## src/rtl/cipher_tx_pkg.sv

```systemverilog
// Shared types and sizes for the ciphertext byte transmitter.
package cipher_tx_pkg;

  localparam int unsigned BLK_BYTES = 16;
  localparam int unsigned ID_W      = 32;
  localparam int unsigned BYTE_W    = 8;
  localparam int unsigned BLK_W     = BLK_BYTES * BYTE_W;
  localparam int unsigned IDX_W     = $clog2(BLK_BYTES);

  typedef enum logic [2:0] {
    StIdle,
    StStart,
    StSend,
    StGapw,
    StWaitDone
  } tx_state_e;

endpackage

```

## src/rtl/cipher_byte_tx_if.sv

```systemverilog
// Upstream block handshake plus receiver-side byte stream and status.
interface cipher_byte_tx_if;
  import cipher_tx_pkg::*;

  logic              in_valid;
  logic              in_ready;
  logic [ID_W-1:0]   in_id;
  logic [BLK_W-1:0]  in_block;
  logic              rx_start;
  logic [ID_W-1:0]   rx_id;
  logic [BYTE_W-1:0] rx_data;
  logic              rx_valid;
  logic              rx_last;
  logic              rx_done;
  logic              busy;
  logic              timeout_err;
  logic [15:0]       blk_count;

  modport master (
    input  in_valid, in_id, in_block, rx_done,
    output in_ready, rx_start, rx_id, rx_data, rx_valid, rx_last, busy, timeout_err, blk_count
  );

  modport slave (
    output in_valid, in_id, in_block, rx_done,
    input  in_ready, rx_start, rx_id, rx_data, rx_valid, rx_last, busy, timeout_err, blk_count
  );

endinterface

```

## src/rtl/tx_timeout_timer.sv

```systemverilog
// Down-counter that flags when TIMEOUT enabled cycles pass after a load.
module tx_timeout_timer #(
  parameter int unsigned TIMEOUT = 4096
) (
  input  logic clk,
  input  logic rstn,
  input  logic load,
  input  logic en,
  output logic expire
);

  localparam int unsigned CntW = $clog2(TIMEOUT + 1);

  logic [CntW-1:0] cnt_q;

  always_ff @(posedge clk or negedge rstn) begin
    if (!rstn) begin
      cnt_q <= '0;
    end else if (load) begin
      cnt_q <= CntW'(TIMEOUT - 1);
    end else if (en && (cnt_q != '0)) begin
      cnt_q <= cnt_q - 1'b1;
    end
  end

  // Final enabled cycle of the window; a coincident rx_done takes priority upstream.
  assign expire = en && (cnt_q == '0);

endmodule

```

## src/rtl/cipher_byte_tx.sv

```systemverilog
// Serializes one 128-bit block MSB-first to the receiver, then waits for rx_done.
// Optional done-timeout enabled by defining TX_TIMEOUT_EN.
module cipher_byte_tx
  import cipher_tx_pkg::*;
#(
  parameter int unsigned GAP     = 0,
  parameter int unsigned TIMEOUT = 4096
) (
  input logic             clk,
  input logic             rstn,
  cipher_byte_tx_if.master bus
);

  localparam logic [IDX_W-1:0] LastIdx = IDX_W'(BLK_BYTES - 1);

  tx_state_e         state_q;
  logic [BLK_W-1:0]  shreg_q;
  logic [IDX_W-1:0]  idx_q;
  logic [3:0]        gap_q;
  logic              start_q;
  logic [ID_W-1:0]   id_q;
  logic [BYTE_W-1:0] data_q;
  logic              valid_q;
  logic              last_q;
  logic              busy_q;
  logic              err_q;
  logic [15:0]       count_q;
  logic              emit;
  logic              expire;

`ifdef TX_TIMEOUT_EN
  tx_timeout_timer #(
    .TIMEOUT(TIMEOUT)
  ) u_timer (
    .clk   (clk),
    .rstn  (rstn),
    .load  ((state_q == StSend) && last_q),
    .en    (state_q == StWaitDone),
    .expire(expire)
  );
`else
  logic unused_timeout;
  assign unused_timeout = ^TIMEOUT;
  assign expire         = 1'b0;
`endif

  // A byte goes out in the cycle after emit is high.
  assign emit = (state_q == StStart) ||
                ((state_q == StSend) && !last_q && (GAP == 0)) ||
                ((state_q == StGapw) && (gap_q == '0));

  always_ff @(posedge clk or negedge rstn) begin
    if (!rstn) begin
      state_q <= StIdle;
      shreg_q <= '0;
      idx_q   <= '0;
      gap_q   <= '0;
      start_q <= 1'b0;
      id_q    <= '0;
      data_q  <= '0;
      valid_q <= 1'b0;
      last_q  <= 1'b0;
      busy_q  <= 1'b0;
      err_q   <= 1'b0;
      count_q <= '0;
    end else begin
      start_q <= 1'b0;
      err_q   <= 1'b0;
      valid_q <= emit;
      last_q  <= emit && (idx_q == LastIdx);
      if (emit) begin
        data_q  <= shreg_q[BLK_W-1 -: BYTE_W];
        shreg_q <= shreg_q << BYTE_W;
        idx_q   <= idx_q + 1'b1;
      end
      unique case (state_q)
        StIdle: begin
          if (bus.in_valid) begin
            shreg_q <= bus.in_block;
            id_q    <= bus.in_id;
            idx_q   <= '0;
            start_q <= 1'b1;
            busy_q  <= 1'b1;
            state_q <= StStart;
          end
        end
        StStart: state_q <= StSend;
        StSend: begin
          if (last_q) begin
            state_q <= StWaitDone;
          end else if (GAP != 0) begin
            gap_q   <= 4'(GAP - 1);
            state_q <= StGapw;
          end
        end
        StGapw: begin
          if (gap_q == '0) state_q <= StSend;
          else             gap_q   <= gap_q - 1'b1;
        end
        StWaitDone: begin
          if (bus.rx_done) begin
            count_q <= count_q + 1'b1;
            busy_q  <= 1'b0;
            state_q <= StIdle;
          end else if (expire) begin
            err_q   <= 1'b1;
            busy_q  <= 1'b0;
            state_q <= StIdle;
          end
        end
        default: state_q <= StIdle;
      endcase
    end
  end

  assign bus.in_ready    = (state_q == StIdle);
  assign bus.rx_start    = start_q;
  assign bus.rx_id       = id_q;
  assign bus.rx_data     = data_q;
  assign bus.rx_valid    = valid_q;
  assign bus.rx_last     = last_q;
  assign bus.busy        = busy_q;
  assign bus.timeout_err = err_q;
  assign bus.blk_count   = count_q;

endmodule

```

## src/flat_wrapper.sv

```systemverilog
// flat-port wrapper written by rule: the top's interface ports become plain ports
module cipher_byte_tx_flat import cipher_tx_pkg::*;
#(
  parameter int unsigned GAP     = 0,
  parameter int unsigned TIMEOUT = 4096
)
  (clk, rstn, bus_in_valid, bus_in_id, bus_in_block, bus_rx_done, bus_in_ready, bus_rx_start, bus_rx_id, bus_rx_data, bus_rx_valid, bus_rx_last, bus_busy, bus_timeout_err, bus_blk_count);
  cipher_byte_tx_if bus_i ();
  input logic clk;
  input logic rstn;
  input wire logic [$bits(bus_i.in_valid)-1:0] bus_in_valid;
  input wire logic [$bits(bus_i.in_id)-1:0] bus_in_id;
  input wire logic [$bits(bus_i.in_block)-1:0] bus_in_block;
  input wire logic [$bits(bus_i.rx_done)-1:0] bus_rx_done;
  output wire logic [$bits(bus_i.in_ready)-1:0] bus_in_ready;
  output wire logic [$bits(bus_i.rx_start)-1:0] bus_rx_start;
  output wire logic [$bits(bus_i.rx_id)-1:0] bus_rx_id;
  output wire logic [$bits(bus_i.rx_data)-1:0] bus_rx_data;
  output wire logic [$bits(bus_i.rx_valid)-1:0] bus_rx_valid;
  output wire logic [$bits(bus_i.rx_last)-1:0] bus_rx_last;
  output wire logic [$bits(bus_i.busy)-1:0] bus_busy;
  output wire logic [$bits(bus_i.timeout_err)-1:0] bus_timeout_err;
  output wire logic [$bits(bus_i.blk_count)-1:0] bus_blk_count;
  assign bus_i.in_valid = bus_in_valid;
  assign bus_i.in_id = bus_in_id;
  assign bus_i.in_block = bus_in_block;
  assign bus_i.rx_done = bus_rx_done;
  assign bus_in_ready = bus_i.in_ready;
  assign bus_rx_start = bus_i.rx_start;
  assign bus_rx_id = bus_i.rx_id;
  assign bus_rx_data = bus_i.rx_data;
  assign bus_rx_valid = bus_i.rx_valid;
  assign bus_rx_last = bus_i.rx_last;
  assign bus_busy = bus_i.busy;
  assign bus_timeout_err = bus_i.timeout_err;
  assign bus_blk_count = bus_i.blk_count;
  cipher_byte_tx #(.GAP(GAP), .TIMEOUT(TIMEOUT)) u_core (.clk(clk), .rstn(rstn), .bus(bus_i));
endmodule
```

## config.mk

```make
export PLATFORM = sky130hd
export DESIGN_NAME = cipher_byte_tx_flat
export DESIGN_NICKNAME = d
export VERILOG_FILES = /design/src/rtl/cipher_tx_pkg.sv /design/src/rtl/cipher_byte_tx_if.sv /design/src/rtl/tx_timeout_timer.sv /design/src/rtl/cipher_byte_tx.sv /design/src/flat_wrapper.sv
export SDC_FILE = /design/constraint.sdc
export NUM_CORES = 1
export LEC_CHECK = 0
export BUFFER_PORTS_ARGS = -buffer_cell sky130_fd_sc_hd__buf_2
export CORE_ASPECT_RATIO = 1.5
export CORE_MARGIN = 8
export CORE_UTILIZATION = 40
export CTS_CLUSTER_SIZE = 10
export DETAILED_ROUTE_END_ITERATION = 6
export GPL_TIMING_DRIVEN = 0
export HOLD_SLACK_MARGIN = 0.03
export MAX_ROUTING_LAYER = met4
export PLACE_DENSITY = 0.63
export SLEW_MARGIN = 40
export SYNTH_ARGS = -nofsm -noshare
export SYNTH_HDL_FRONTEND = slang
export SYNTH_HIERARCHICAL = 1
export SYNTH_SLANG_ARGS = --single-unit
```

## constraint.sdc

```tcl
create_clock -name clk -period 2.23 [get_ports clk]
set_clock_uncertainty 0.2 [all_clocks]
set_input_delay 0.5575 -clock clk [delete_from_list [all_inputs] [get_ports clk]]
set_output_delay 0.5575 -clock clk [all_outputs]
set_load 0.03 [all_outputs]
```

==> results of run 1 <==
==> worst paths after layout <==
check | start | endpoint | slack (ps)
worst min register to register | u_core/bus.rx_id[25] | u_core/bus.rx_id[25] | 270
max in group asynchronous | rstn | u_core/state_q[1] | 210
worst max register to register | u_core/gap_q[0] | u_core/shreg_q[100] | -10
worst min-delay path | bus_in_block[6] | u_core/shreg_q[6] | 110
min in group asynchronous | rstn | u_core/shreg_q[22] | 360
worst max-delay path | u_core/gap_q[0] | u_core/shreg_q[100] | -10
==> cells in the mapped netlist, drive strengths merged <==
master	instances	share of area, %
and3	116	8.6
a31oi	1	0.074
dfrtp	199	59
nand2	164	7.3
and2	1	0.074
mux2i	3	0.36
nor3b	1	0.15
o21a	1	0.089
nand2b	1	0.074
buf	38	3.2
xor2	4	0.41
nor4	1	0.074
and4bb	1	0.15
clkbuf	28	1.2
xnor2	14	1.5
a21oi	19	1.1
and2b	1	0.089
nand3	11	0.65
nand4	7	0.52
nor3	4	0.30
inv	8	0.38
nor2	16	0.71
and4	2	0.21
a221o	112	13
conb	1	0.044
o221ai	1	0.18
ha	3	0.44
==> repair_timing <==
| item | CTS | global route |
|---|---|---|
| pin swaps | 1 | 12 |
| gates cloned | 0 | 8 |
| hold buffers | 1 | 0 |
| buffers inserted | 1 | 4 |
| gates resized for setup | 7 | 133 |
| hold endpoints to repair | 29 | 0 |
| endpoints found under the setup margin | 153 | 142 |
==> metrics by stage <==
| stage | hold WS [ps] | TNS (ps) |
|---|---|---|
| after floorplan | 61.9 | 0 |
| after global placement | 252 | -616150 |
| after detailed placement | 229 | -7430 |
| after CTS | 84.0 | -31.4 |
| after global routing | 88.1 | -7530 |
| final | 106 | -28.8 |
==> final cells by class <==
cell class | count | area (µm²)
Buffer | 66 | 488
Clock buffer | 18 | 439
Clock inverter | 14 | 166
Fill cell | 1866 | 9520
Inverter | 8 | 35.0
Multi-Input combinational cell | 485 | 3480
Sequential cell | 199 | 4980
Tap cell | 268 | 335
Timing Repair Buffer | 241 | 1450
==> worst max-delay path: stages, from the launching register on <==
cell       delay [ps]
dfrtp_1           400
inv_2              80
ha_4              130
nor3b_4           240
o221ai_4          230
clkbuf_16         250
clkbuf_16         150
and3_4            170
a221o_1           270
==> placed cells by master (no fill, tap or decap), types with 4 or more instances in the layout <==
| cell | instances |
|---|---|
| buf_8 | 11 |
| buf_6 | 9 |
| buf_2 | 232 |
| clkbuf_1 | 23 |
| dfrtp_1 | 197 |
| a21oi_1 | 19 |
| buf_4 | 14 |
| clkbuf_16 | 24 |
| nand4_1 | 7 |
| inv_1 | 4 |
| nand3_1 | 11 |
| clkbuf_2 | 5 |
| xnor2_1 | 14 |
| and3_1 | 39 |
| nor2_1 | 16 |
| clkinv_4 | 4 |
| and3_4 | 77 |
| xor2_1 | 4 |
| a221o_1 | 112 |
| nand2_1 | 164 |
==> where the power goes <==
group          total [mW]  internal (mW)  switching (mW)
combinational        7.40           3.53            3.87
clock                3.18           1.72            1.46
sequential           5.97           5.09           0.886
==> logic make-up (layout without fill, tap and decap cells) <==
family	count (synthesis)	after routing	share of synthesized area, %
simple gates	326	326	18.9
flops	199	199	58.9
compound gates	134	134	14.7
buf+inv	74	347	4.78
xor+xnor	18	18	1.87
fa+ha+maj	3	3	0.444
mux	3	3	0.355
other cells	1	1	0.0444
==> state kept, by name (all words and copies together) (netlist names) <==
signal and flops:
u_core/bus.rx_data 8, u_core/bus.rx_valid 1, u_core/bus.blk_count 16, u_core/shreg_q 128, u_core/state_q 3, u_core/gap_q 4
u_core/idx_q 4, u_core/bus.busy 1, u_core/bus.rx_id 32, u_core/bus.rx_last 1, u_core/bus.rx_start 1
==> per-layer routing <==
layer | share of wire [%] | up-vias | global-route usage [%]
met2 | 52 | 182 | 33.0
met3 | 3.6 | 30 | 3.35
met4 | 2.5 | 0 | 7.68
met1 | 41 | 3442 | 24.4
met5 | 0 | - | -
li1 | - | 3278 | -
==> flow_metrics.tcl, run 1 <==
set metrics [dict create \
    path_max_fanout 7 \
    rsz0062_at_grt "yes" \
    synth_fp_nets 925 \
    tightest_slew_ps 515 \
    final_hold_viol_count 0 \
    synth-seq-cells 199 \
    p_per_area_nw_per_um2 1450 \
    power.leakage_nw 5.78 \
    drive_gt1_share_pct 39.1 \
    stdcell_area_um2 11400 \
    fp.coreArea_um2 20900 \
    cts.sinks 199 \
    cts.clk_slew.worst_paths_ps 80 \
    ys_types 32 \
    critPathCaptureType "flip-flop" \
    syn_avg_cell_area_um2 11.2 \
    final_util_pct 54.5 \
    synth_area_um2 8450 \
    cts_root_buffer "clkbuf_16" \
    grt_max_degree 67 \
    io_buffers 224 \
    clk_latency_ps 430 \
    antenna_cells 0 \
    status "finished with violations" \
    max_freq_ghz 0.446 \
    clockBufferDepth 2 \
    grt_pass1_vias 7300 \
    gp_congestion 0.820 \
    drt_iter0_drc 331 \
    wire_per_inst_um 19.9 \
    num_io_pins 226 \
    antenna_found_initial 0 \
    crit_type "reg -> reg" \
    syn2layout_area_growth_pct 34.7 \
    finalSetupViolations 4 \
    wl_um 25900 \
    cts_tree "yes" \
    dp.cells 1253 \
    netlist_instances 758 \
    stdcell_count 1299 \
    htreeDepth 4 \
    drt-pass1-iter-count 5 \
    period_minus_slack_ps 2240 \
    cp-start-kind "flip-flop" \
    required_ps 2350 \
    fin_crit_sh_pct 100 \
    die-area_um2 26100 \
    drt.antenna.violating_nets 0 \
    violations "setup timing" \
    dpl-instance-area_um2 10000 \
    synth-seq-area-share_pct 58.9 \
    hold_class "in -> reg" \
    min_path_cells 3 \
    reg2reg_depth 8 \
    route.detailed.drc 0 \
    grt_overflow 0 \
    vias_per_cell 5.34 \
    irDropWorstVdd_v 0.000745 \
    arrival_ps 2360 \
    final_nets 1185 \
    row_count 65 \
    start_util_pct 40.4 \
    grt_pass1_wl_um 40600 \
    grt_use_total_pct 20.2 \
    drv_cap 0 \
    vias 6932 \
    dp.final_hpwl_um 18400 \
    drv_slew 0 \
    cts_buffers 17 \
    die_h_um 194 \
    die_x_um 135 \
    fin_total_pwr_mw 16.6 \
    slew_headroom_pct 65.4 \
    pre_cts_slack_ps -119 \
    finalWorstSetupSlack_ps -10.3 \
    yosysWarnings 6 \
]
Power figures use the tool's default switching activity.
==> inputs of run 2 (changes only) <==
- CORE_MARGIN: 8 -> 5
- SETUP_SLACK_MARGIN: default -> 0.4
- clock period: 2.23 -> 2.9 ns (I/O delays scaled with it)
==> flow_metrics.tcl, run 2 (synthesis results as in run 1) <==
set metrics [dict create \
    wire_per_inst_um 18.7 \
    tightest_slew_ps 504 \
    dp.final_hpwl_um 17700 \
    pwr-share-clk_pct 22.4 \
    rsz0062_at_grt "no" \
    io_buffers 224 \
    power.leakage_nw 5.77 \
    cts_root_buffer "clkbuf_16" \
    p_switching_mw 4.48 \
    syn2layout_area_growth_pct 26.4 \
    largest_register "u_core/shreg_q" \
    row_count 65 \
    required_ps 3060 \
    antenna_found_initial 3 \
    whs_ps 272 \
    grt_overflow 0 \
    clockBufferDepth 2 \
    final_cell_mix "buf_2, dfrtp_1, nand2_1, and3_1, a221o_1" \
    finalWorstSetupSlack_ps 581 \
    cp-start-kind "flip-flop" \
    clk_latency_ps 430 \
    cts.clk_slew.worst_paths_ps 80 \
    slew_headroom_pct 66.4 \
    arrival_ps 2480 \
    drt-pass1-iter-count 4 \
    die_h_um 188 \
    wl_um 24100 \
    route.detailed.drc 0 \
    combPwrFrac_pct 39.5 \
    cts_tree "yes" \
    vias 6813 \
    reg2reg_depth 8 \
    layout_commonest_cell "buf_2" \
    reg2reg_setup_slack_ps 580 \
    final_nets 1172 \
    hold_class "reg -> reg" \
    die-area_um2 24200 \
    final_hold_viol_count 0 \
    drt_iter0_drc 364 \
    num_io_pins 226 \
    drive_gt1_share_pct 29.8 \
    start_util_pct 40.4 \
    critPathCaptureType "flip-flop" \
    grt_max_degree 63 \
    cts.sinks 199 \
    vias_per_cell 5.29 \
    switching_share_pct 37.5 \
    crit_end "u_core/shreg_q[126]" \
    worstSetupStartpoint "u_core/state_q[0]" \
    path_max_fanout 10 \
    drv_slew 0 \
    irDropWorstVdd_v 0.000536 \
    grt_use_total_pct 20.4 \
    grt_pass1_wl_um 37600 \
    rr_startpoint "u_core/state_q[0]" \
    grt_pass1_vias 7040 \
    htreeDepth 4 \
    seq_power_share_pct 38.2 \
    drv_cap 0 \
    p_int_mw 7.45 \
    drt.antenna.violating_nets 0 \
    gp_congestion 0.824 \
    die_x_um 129 \
    fin_crit_sh_pct 80.0 \
    post-cts-setup-buffer-count 0 \
    crit_type "reg -> reg" \
    period_minus_slack_ps 2320 \
    cts_buffers 17 \
    fp.coreArea_um2 20900 \
    p_per_area_nw_per_um2 1120 \
    pre_cts_slack_ps 422 \
    reg2reg_to "u_core/shreg_q[126]" \
    num-fill-cells 1959 \
    max_freq_ghz 0.431 \
    largest_reg_flops 128 \
    status "complete, no violations" \
    finalSetupViolations 0 \
]
run 2: changes by cell type in the layout (fill, tap and decap cells not counted), sizes merged:
| cell | change |
|---|---|
| buf | -5 |
| bufinv | +3 |
| clkbuf | -9 |
| clkinv | -3 |
| diode | +3 |
| inv | +1 |
run 2: critical path, stage by stage (launching register included):
cell and delay, ps:
dfrtp_1 470, nor3_2 210, nand2_1 160, buf_4 230
inv_4 140, buf_2 330, buf_4 250, a21oi_1 70
a21oi_1 160
run 2: area by class of cell:
type	instances	area, µm²	share of cell area (%)
diodes	3	7.51	0.0703
plain buffers	66	372	3.48
repair buffers	228	1220	11.5
clock buffers	17	425	3.98
well taps	268	335	3.14
multi-input cells	485	3070	28.7
clock inverters	15	236	2.21
flip-flops and latches	199	4980	46.6
inverters	8	32.5	0.305
run 2: metrics by stage:
stage | setup TNS [ps] | total power, mW | area, µm² | util [%] | cells
final | 0 | 11.9 | 10700 | 51.1 | 1289
after global routing | 0 | 12.7 | 10700 | 51.1 | 1289
after CTS | 0 | 12.0 | 10700 | 51.1 | 1286
after detailed placement | 0 | 9.30 | 10000 | 47.8 | 1253
after global placement | -506500 | 9.21 | 9910 | 47.4 | 1250
after floorplan | 0 | 7.82 | 8450 | - | 758
run 2: worst min path at each step:
stage,startpoint,endpoint,slack [ps],cells after the start
2_1_floorplan,rstn,u_core/bus.blk_count[0],230,0
3_3_place_gp,u_core/bus.rx_id[7],u_core/bus.rx_id[7],250,2
3_5_place_dp,u_core/bus.rx_id[4],u_core/bus.rx_id[4],260,2
4_1_cts,bus_in_id[1],u_core/bus.rx_id[1],250,3
5_1_grt,bus_in_block[2],u_core/shreg_q[2],260,3
6_report,u_core/bus.rx_id[29],u_core/bus.rx_id[29],270,2
run 2: power groups by stage:
stage	Clock (mW)	Sequential (mW)	Combinational (mW)
6_report	2.67	4.55	4.71
2_1_floorplan	0	4.94	2.88
4_1_cts	2.74	4.54	4.77
3_3_place_gp	0	4.56	4.65
5_1_grt	2.84	4.67	5.16
3_5_place_dp	0	4.57	4.73
run 2: timing repair:
action / in CTS / in global routing
hold buffers: 1 / 0
hold endpoints to repair: 32 / 0
resized for setup: 0 / 0
run 2: layer usage:
layer  vias up  GRT usage, %  wire length, µm
met1      3329          25.0            10100
met3        45          3.16              858
met4         0          9.82              936
met5         -             -                0
li1       3257             -                -
met2       182          32.7            12200
==> inputs of run 3 (changes only) <==
- clock period: 2.9 -> 2.4 ns (I/O delays scaled with it)
==> flow_metrics.tcl, run 3 (synthesis results as in run 1) <==
set metrics [dict create \
    grt_use_total_pct 21.1 \
    p_per_area_nw_per_um2 1380 \
    path_max_fanout 9 \
    wl_um 25300 \
    rr_startpoint "u_core/gap_q[0]" \
    fp.coreArea_um2 20900 \
    largest_register "u_core/shreg_q" \
    antenna_found_initial 5 \
    dp.final_hpwl_um 17600 \
    hold_class "in -> reg" \
    start_util_pct 40.4 \
    vias_per_cell 5.29 \
    row_count 65 \
    drt_iter0_drc 465 \
    syn2layout_area_growth_pct 38.5 \
    hold_path_end "u_core/shreg_q[2]" \
    p_int_mw 10.0 \
    die-area_um2 24200 \
    layout_commonest_cell "buf_2" \
    p_switching_mw 6.13 \
    cts_root_buffer "clkbuf_16" \
    period_minus_slack_ps 2230 \
    stdcell_area_um2 11700 \
    pre_cts_slack_ps 30.7 \
    max_freq_ghz 0.449 \
    critPathSlowestCell "dfrtp_1" \
    vias 6967 \
    crit_chain "inv_2 > ha_4 > nor3b_4 > o221ai_4 > buf_12 > clkbuf_16 > and3_1 > a221o_1" \
    rsz0062_at_grt "yes" \
    fin_total_pwr_mw 16.2 \
    io_buffers 224 \
    cp-start-kind "flip-flop" \
    final_hold_viol_count 0 \
    cts.sinks 199 \
    pwr-share-clk_pct 17.6 \
    critPathBufInv 3 \
    seq_power_share_pct 34.6 \
    arrival_ps 2330 \
    worstSetupStartpoint "u_core/gap_q[0]" \
    die_h_um 188 \
    htreeDepth 4 \
    grt_pass1_wl_um 39100 \
    grt_max_degree 74 \
    wire_per_inst_um 19.2 \
    power.leakage_nw 6.06 \
    grt_pass1_vias 7262 \
    combPwrFrac_pct 47.8 \
    dpl-instance-area_um2 10000 \
    num_io_pins 226 \
    finalSetupViolations 0 \
    final_util_pct 56.0 \
    clockBufferDepth 2 \
    die_x_um 129 \
    drv_cap 0 \
    drt-pass1-iter-count 5 \
    final_cell_mix "buf_2, dfrtp_1, nand2_1, a221o_1, and3_1" \
    min_from "bus_in_block[2]" \
    min_path_cells 3 \
    cts.clk_slew.worst_paths_ps 80 \
    grt_overflow 0 \
    clk_latency_ps 430 \
    final_nets 1199 \
    gp_congestion 0.820 \
    largest_reg_flops 128 \
    reg2reg_setup_slack_ps 170 \
    reg2reg_depth 8 \
    reg2reg_to "u_core/shreg_q[102]" \
    critPathCaptureType "flip-flop" \
    cts_tree "yes" \
    crit_type "reg -> reg" \
    drive_gt1_share_pct 40.3 \
    drt.antenna.violating_nets 0 \
    irDropWorstVdd_v 0.000739 \
    finalWorstSetupSlack_ps 175 \
    switching_share_pct 37.9 \
    crit_family "compound AO/OA/AOI/OAI gates" \
    cts_buffers 17 \
    route.detailed.drc 0 \
    fin_crit_sh_pct 92.7 \
    status "complete, no violations" \
    cp_slowest_stage_delay_ps 390 \
    required_ps 2510 \
    drv_slew 0 \
]
-- run 3: cell count changes in the layout (fill, tap and decap cells not counted), moves of 8 or more --
cell	previous run	this run
buf_4	8	20
a21oi_1	19	2
a21oi_4	0	8
a21oi_2	0	9
nand2_4	0	8
and3_4	0	28
buf_2	244	228
nand2_1	164	140
buf_8	1	16
and3_1	116	87
nand2_2	0	16
-- run 3: final cells by class --
type                            instances  area [µm²]
Fill cell                            1862        9190
Sequential cell                       199        4980
Multi-Input combinational cell        485        3530
Timing Repair Buffer                  255        1660
Buffer                                 66         568
Clock buffer                           18         439
Tap cell                              268         335
Clock inverter                         14         141
Inverter                                8        35.0
Antenna cell                            5        12.5
-- run 3: metrics by stage --
| step | TNS (ps) | hold WS (ps) | instances |
|---|---|---|---|
| 6_report | 0 | 155 | 1318 |
| 5_1_grt | 0 | 140 | 1318 |
| 4_1_cts | 0 | 129 | 1306 |
| 3_5_place_dp | 0 | 254 | 1253 |
| 3_3_place_gp | -579920 | 254 | 1250 |
| 2_1_floorplan | 0 | 104 | 758 |
-- run 3: worst max path at each step --
stage	endpoint	slack (ps)	cells after the start
global placement	u_core/shreg_q[21]	-2940	1
floorplan	u_core/shreg_q[117]	400	8
global route	u_core/shreg_q[82]	110	8
finish	u_core/shreg_q[102]	170	8
detailed placement	u_core/shreg_q[99]	30	8
CTS	u_core/shreg_q[99]	170	8
-- run 3: repair_timing --
action,4_1_cts,5_1_grt
setup endpoints to repair,178,182
hold endpoints to repair,32,0
setup buffers,13,2
resized for setup,106,89
hold buffers,1,0
gates cloned,7,5
pin swaps,37,31
-- run 3: power groups by stage --
stage          registers (mW)  clock network, mW  logic [mW]
2_1_floorplan            5.97                  0        3.49
3_3_place_gp             5.48                  0        5.66
3_5_place_dp             5.50                  0        5.76
4_1_cts                  5.51               2.94        7.10
5_1_grt                  5.74               3.05        8.31
6_report                 5.59               2.84        7.72
-- run 3: per-layer routing --
metal | up-vias | GRT usage (%) | wire length [µm]
li1 | 3336 | - | -
met1 | 3430 | 26.0 | 10300
met2 | 168 | 34.4 | 13200
met3 | 33 | 3.36 | 965
met4 | 0 | 8.41 | 722
met5 | - | - | 0
-- run 3: worst min-delay path, delay by kind of cell --
kind	cells	cell delay, ps
buffers and inverters	1	70
AND/OR/NAND/NOR	2	80
